**config.mk**
```make
export PLATFORM = sky130hd
export DESIGN_NAME = image_leakyrelu_pipe
export DESIGN_NICKNAME = d
export VERILOG_FILES = /design/src/rtl/image_leakyrelu_pipe.sv
export SDC_FILE = /design/constraint.sdc
export NUM_CORES = 2
export LEC_CHECK = 0
export BUFFER_PORTS_ARGS = -buffer_cell sky130_fd_sc_hd__buf_4
export CORE_UTILIZATION = 34
export CTS_BUF_LIST = sky130_fd_sc_hd__clkbuf_2 sky130_fd_sc_hd__clkbuf_4 sky130_fd_sc_hd__clkbuf_8
export DETAILED_ROUTE_END_ITERATION = 10
export HOLD_SLACK_MARGIN = 0.06
export PLACE_DENSITY = 0.5
export SYNTH_ARGS = -nofsm -noshare
export SYNTH_HDL_FRONTEND = slang
export SYNTH_SLANG_ARGS = --single-unit
export TNS_END_PERCENT = 20
```
**constraint.sdc**
```tcl
create_clock -name clk -period 16.58 [get_ports clk]
set_input_delay 1.658 -clock clk [delete_from_list [all_inputs] [get_ports clk]]
set_output_delay 1.658 -clock clk [all_outputs]
set_load 0.005 [all_outputs]
```
**src/rtl/image_leakyrelu_pipe.sv**
```systemverilog
// Per-lane zero-point / activation / saturate pipeline for quantised image lanes.
// Three valid/ready stages that stall together; config travels with each beat.
module image_leakyrelu_pipe #(
  parameter int PICTURE_NUM = 1,
  parameter int CH_OUT_NUM  = 8,
  parameter int DATA_W      = 8,
  parameter int SCALE_W     = 18,
  parameter int SHIFT       = 16
) (
  input  logic                                      clk,
  input  logic                                      rst_n,
  input  logic                                      in_valid,
  output logic                                      in_ready,
  input  logic [PICTURE_NUM*CH_OUT_NUM*DATA_W-1:0]  in_data,
  input  logic                                      in_last,
  input  logic [1:0]                                mode_in,
  input  logic [DATA_W-1:0]                         zero_in,
  input  logic [SCALE_W-1:0]                        scale_in,
  output logic                                      out_valid,
  input  logic                                      out_ready,
  output logic [PICTURE_NUM*CH_OUT_NUM*DATA_W-1:0]  out_data,
  output logic                                      out_last
);

  localparam int LANES = PICTURE_NUM * CH_OUT_NUM;
  localparam int D_W   = DATA_W + 1;
  localparam int P_W   = DATA_W + SCALE_W + 2;
  localparam int R_W   = P_W + 1;

  localparam logic signed [P_W-1:0] ROUND = {{(P_W-1){1'b0}}, 1'b1} << (SHIFT - 1);
  localparam logic signed [R_W-1:0] MAXV  = {{(R_W-DATA_W){1'b0}}, {DATA_W{1'b1}}};

  logic adv;

  logic v1_q, v2_q, v3_q;
  logic [1:0]         mode1_q;
  logic [DATA_W-1:0]  zero1_q, zero2_q;
  logic [SCALE_W-1:0] scale1_q;
  logic               last1_q, last2_q, last3_q;

  logic [LANES*D_W-1:0]    d1_d, d1_q;
  logic [LANES*P_W-1:0]    a2_d, a2_q;
  logic [LANES*DATA_W-1:0] o3_d, o3_q;

  // The whole pipe moves only when the output slot is free or being drained.
  assign adv      = !v3_q || out_ready;
  assign in_ready = adv;

  genvar gi;
  generate
    for (gi = 0; gi < LANES; gi++) begin : g_lane
      logic signed [D_W-1:0] s1_diff;
      logic signed [D_W-1:0] s2_d;
      logic signed [P_W-1:0] s2_prod;
      logic signed [P_W-1:0] s2_rnd;
      logic signed [P_W-1:0] s2_leaky;
      logic signed [P_W-1:0] s2_act;
      logic signed [P_W-1:0] s3_a;
      logic signed [R_W-1:0] s3_sum;
      logic [DATA_W-1:0]     s3_sat;

      // Stage 1: remove zero point.
      assign s1_diff = $signed({1'b0, in_data[gi*DATA_W +: DATA_W]})
                     - $signed({1'b0, zero_in});
      assign d1_d[gi*D_W +: D_W] = s1_diff;

      // Stage 2: activation; leaky slope result rounds half-up via floor shift.
      assign s2_d     = d1_q[gi*D_W +: D_W];
      assign s2_prod  = P_W'(s2_d) * P_W'($signed({1'b0, scale1_q}));
      assign s2_rnd   = s2_prod + ROUND;
      assign s2_leaky = s2_rnd >>> SHIFT;

      always_comb begin
        s2_act = P_W'(s2_d);
        if (s2_d[D_W-1]) begin
          case (mode1_q)
            2'd1:    s2_act = '0;
            2'd2:    s2_act = s2_leaky;
            default: s2_act = P_W'(s2_d);
          endcase
        end
      end
      assign a2_d[gi*P_W +: P_W] = s2_act;

      // Stage 3: restore zero point and clamp to the unsigned lane range.
      assign s3_a   = a2_q[gi*P_W +: P_W];
      assign s3_sum = R_W'(s3_a) + R_W'($signed({1'b0, zero2_q}));

      always_comb begin
        s3_sat = s3_sum[DATA_W-1:0];
        if (s3_sum[R_W-1]) begin
          s3_sat = '0;
        end else if (s3_sum > MAXV) begin
          s3_sat = '1;
        end
      end
      assign o3_d[gi*DATA_W +: DATA_W] = s3_sat;
    end
  endgenerate

  always_ff @(posedge clk or negedge rst_n) begin
    if (!rst_n) begin
      v1_q     <= 1'b0;
      v2_q     <= 1'b0;
      v3_q     <= 1'b0;
      mode1_q  <= '0;
      zero1_q  <= '0;
      scale1_q <= '0;
      last1_q  <= 1'b0;
      zero2_q  <= '0;
      last2_q  <= 1'b0;
      last3_q  <= 1'b0;
      d1_q     <= '0;
      a2_q     <= '0;
      o3_q     <= '0;
    end else if (adv) begin
      v1_q     <= in_valid;
      v2_q     <= v1_q;
      v3_q     <= v2_q;
      mode1_q  <= mode_in;
      zero1_q  <= zero_in;
      scale1_q <= scale_in;
      last1_q  <= in_last;
      zero2_q  <= zero1_q;
      last2_q  <= last1_q;
      last3_q  <= last2_q;
      d1_q     <= d1_d;
      a2_q     <= a2_d;
      o3_q     <= o3_d;
    end
  end

  assign out_valid = v3_q;
  assign out_data  = o3_q;
  assign out_last  = last3_q;

endmodule

```
After elaboration in Yosys (flattened, before gate mapping)
Index checks and enable logic that the tools add are counted.

cells by class
  equal/unequal tests = 2
  $add $sub $neg = 24
  multiply operators = 8
  multiplexer cells = 32
  magnitude comparators = 8
  reduce and logical (&&, ||, !) cells = 2

operators by type and width
  operator                count
  $pmux 28 s2             8
  $add 28x9->29           8
  $gt 29x9->1 const B     8
  $add 28x17->28 const B  8
  $mul 9x19->28           8
  $mux 28                 8
  $mux 8                  16
  $sub 8x8->9             8
  $eq 2x1->1 const B      1
  $eq 2x2->1 const B      1
  $logic_not 1->1         1
  $logic_or 1x1->1        1

word-level totals
  bits of input ports = 97
  logic and storage cells = 89
  output and inout bits = 67
  bits in registers = 402

Depth between registers and ports, before layout
  depth in word-level cells = 4
  mapped depth = 22
  mapped depth without buffers = 20

Worst setup path after synthesis
Ideal clock, no wire load.

  kind = register to register
  start = register d1_q[37]
  end = register a2_q[122]
  setup time = 0.126 ns
  stages on the path, launching flop included = 21
  setup slack = 10.702 ns
  data required time = 16.454 ns
  period minus slack after synthesis = 5.878 ns
  path buffers = 2
  arrival time = 5.752 ns
  path through = dfrtp_1 clkbuf_1 buf_1 nand2_1 fa_1 inv_1 fa_1 inv_1 fa_1 inv_1 fa_1 fa_1 ha_1 and3_1 a221oi_1 a2bb2oi_1 a31oi_1 o31ai_1 o21ai_1 a211o_1 a221o_1

on the way
  cells in the longest elaborated chain, start to end = 4

RTL lines
  what                    line  text
  from (decl)             41    logic [LANES*D_W-1:0] d1_d, d1_q;
  from (signal assigned)  113   d1_q <= '0;
  from (signal assigned)  127   d1_q <= d1_d;
  $mul 9x19->28           69    assign s2_prod = P_W'(s2_d) * P_W'($signed({1'b0, scale1_q}));
  $add 28x17->28          70    assign s2_rnd = s2_prod + ROUND;
  $pmux 28 s2             76    case (mode1_q)
  $mux 28                 75    if (s2_d[D_W-1]) begin
  to (signal assigned)    114   a2_q <= '0;
  to (signal assigned)    128   a2_q <= a2_d;
  to (decl)               42    logic [LANES*P_W-1:0] a2_d, a2_q;

Every way passes these cells.
A chain may end at the register's enable or synchronous reset.

Worst setup path after layout
  start = register scale1_q[14]
  end = register a2_q[122]

on the way
  cells in the longest elaborated chain, start to end = 4

RTL lines
  what                    line  text
  from (decl)             38    logic [SCALE_W-1:0] scale1_q;
  from (signal assigned)  122   scale1_q <= scale_in;
  $mul 9x19->28           69
  $add 28x17->28          70
  $pmux 28 s2             76
  $mux 28                 75

Every way passes these cells.

==> key figures <==
Floorplanning
  – I/O Pins: roughly 160
  – Initial core utilization: 0.343
  – Placeable Area: between 150000 and 200000 um^2
  – Die W: about 410 um
  – Row cnt: 147
  – Die area: ~160000 um^2
  – Die Y-Extent: between 400 and 500 um

Yosys
  – Synthesized area per cell: 8.92 um^2
  – Sequential area share after synthesis: 0.124
  – Yosys warning total: 0
  – Mapped Cells: about 6200
  – Synth top area share: 0.331
  – Distinct cells, synth: between 70 and 80
  – Post-synth top area cell: fa_1
  – #FFs+latches synth: 274
  – Cell Area, Synth: roughly 55000 um^2
  – Area contributors post-synth: fa_1 33%, ha_1 16%, dfrtp_1 12%
  – Mapped Nets: between 7000 and 8000
  – FFs w/ async S/R, synth: 1.00
  – Post-synth EDFFs: 0
  – Main synth FF type: dfrtp_1

Timing
  – Worst slew pin tran: approximately 1000 ps
  – Max-slew headroom: 0.336
  – Final hold violation count: 0
  – Tcrit/Tclk final: 0.426
  – RSZ-0062 raised after global routing: no
  – Tmin final: 7070 ps
  – Worst Skew: 73.0 ps
  – Setup TNS after final layout: 0 ps
  – Max Slew Vio Count: 0
  – Peak Freq: around 0.14 GHz
  – Final Setup Violations: 0

Status
  – Status: finished, final reports clean

Critical path
  – Setup CP Type: flip-flop to flip-flop
  – Max Fanout on Critical Path: 41
  – Most used cell along the critical path: fa_1
  – CP max stage delay: between 800 and 900 ps
  – Req. time, crit path: 17180 ps
  – Cells on worst reg2reg path: 19
  – Critical path arrival: 7670 ps
  – Crit path cell chain: buf_4 -> nand2_1 -> fa_1 -> inv_1 -> fa_1 -> inv_1 -> fa_1 -> inv_1 -> fa_1 -> fa_1 -> ha_1 -> and3_1 -> a221oi_1 -> a2bb2oi_1 -> a31oi_1 -> o31ai_1 -> o21ai_1 -> a211o_1 -> a221o_1
  – Crit. End Element: flip-flop
  – Worst Setup Start Kind: flip-flop
  – Slowest CP cell: dfrtp_2

GRT
  – Gr ovfl total: 0
  – Vias in the first global route: between 40000 and 50000
  – Largest net degree at the start of global routing: 76
  – Aggregate global-route resource usage: 0.214
  – Initial antenna violation count: 10
  – First-pass GRT wire length: 267 mm

CTS
  – Cts bufs inserted: 56
  – Setup Buffers After CTS: 0
  – Insertion delay to the later sink of the worst-skew pair: roughly 740 ps
  – # resized after CTS: 0
  – H-tree levels: 2
  – CTS tree: done
  – CTS Hold Bufs: 0
  – Clock slew at reported path FFs: 70 ps
  – Clock buffer depth: 3
  – Root buf cell: clkbuf_8
  – Clk sinks: about 270

Cells and area
  – Area Overhead vs Synth: 8.61%
  – Most frequent cells in the layout: 987 x inv_1, 912 x fa_1, 859 x nand2_1
  – Nets: just under 8000
  – Layout cells sized above 1: 0.0677
  – Fin util: 0.373
  – Finished Cell Area: ~60000 um^2
  – Fillers: approximately 17000
  – Most common cell after layout, fill and taps aside: inv_1

Routing
  – Via count: between 40000 and 50000
  – Routed WL: roughly 170 mm
  – DR WL/cell: around 20 um
  – DR iter-0 viols: approximately 2300
  – DRC: 0
  – Via density: 5.01
  – DRT antenna net count: 0
  – Pre-antenna DRT Iters: 5

Min path
  – Hold Path Depth: 2
  – Hold WC Path Type: flip-flop to flip-flop

Place
  – Placement Cell Area: 58700 um^2
  – Port Buffers: ~160
  – GPL Wtd Cong: between 0.8 and 0.9
  – HPWL Detailed: roughly 120 mm

Job
  – Max-cap viol count: 0
[critical path: cells and delay by family (launching register included)]
family | cells | cell delay (ps)
DFF | 1 | 880
AOI/OAI and AO/OA | 7 | 2130
and+or+nand+nor | 2 | 330
adders and majority gates | 6 | 2800
buffers and inverters | 4 | 780
[layout make-up]
type                            count  area, um^2  share of cell area
Multi-Input combinational cell   4573       43300               0.723
Sequential cell                   274        6880               0.115
Inverter                          990        3720              0.0620
Tap cell                         2160        2700              0.0451
Timing Repair Buffer              268        2020              0.0337
Clock buffer                       87        1080              0.0181
Clock inverter                     15         208             0.00346
Antenna cell                        5        12.5            0.000209
[worst paths after layout]
kind                            slack [ps]            to    startpoint
worst max register to register        9510     a2_q[122]  scale1_q[14]
worst max-delay path                  9510     a2_q[122]  scale1_q[14]
worst min-delay path                   460          v2_q          v2_q
min in group asynchronous              880     a2_q[167]         rst_n
worst min register to register         460          v2_q          v2_q
max in group asynchronous            13420  scale1_q[15]         rst_n
[registers in the layout, indices dropped and copies added (netlist names), 2 cells and up]
register,flops
a2_q,96
d1_q,72
out_data,64
scale1_q,18
zero1_q,8
zero2_q,8
mode1_q,2
[synth_stat cells, types with 76 or more instances]
master,number
a21oi_1,284
and2_1,539
clkbuf_1,319
dfrtp_1,274
fa_1,912
ha_1,690
inv_1,988
nand2_1,859
nand2b_1,112
nor2_1,223
nor2b_1,114
o21ai_0,82
xnor2_1,93
xor2_1,76
[layer usage]
layer	track usage	wire (um)	share of wire	vias up
met3	0.0312	9260	0.054	158
li1	-	-	-	19400
met5	0	20	0.00012	-
met2	0.345	78500	0.46	860
met1	0.300	79100	0.46	21600
met4	0.0498	4170	0.024	2
[per-stage QoR]
step	hold WS (ps)	worst slack [ps]	std cells
2_1_floorplan	430	10700	6189
3_3_place_gp	447	9610	8265
3_5_place_dp	452	9500	8265
4_1_cts	466	9450	8367
5_1_grt	489	9120	8368
6_report	464	9510	8372
[cell families (layout without fill, tap and decap cells)]
logic type	after synthesis	count (layout)	share of synthesized area
adder cells (fa/ha/maj)	1602	1602	0.487
XOR/XNOR	169	169	0.0268
other	0	5	0
buffers and inverters	1342	1360	0.0912
AND/OR/NAND/NOR	2019	2019	0.180
AO/OA/AOI/OAI	779	779	0.0903
multiplexers	4	4	0.000748
flip-flops	274	274	0.124
Power is not shown: default switching activity piles up to over one toggle a cycle in this logic, so the estimate is an artifact.
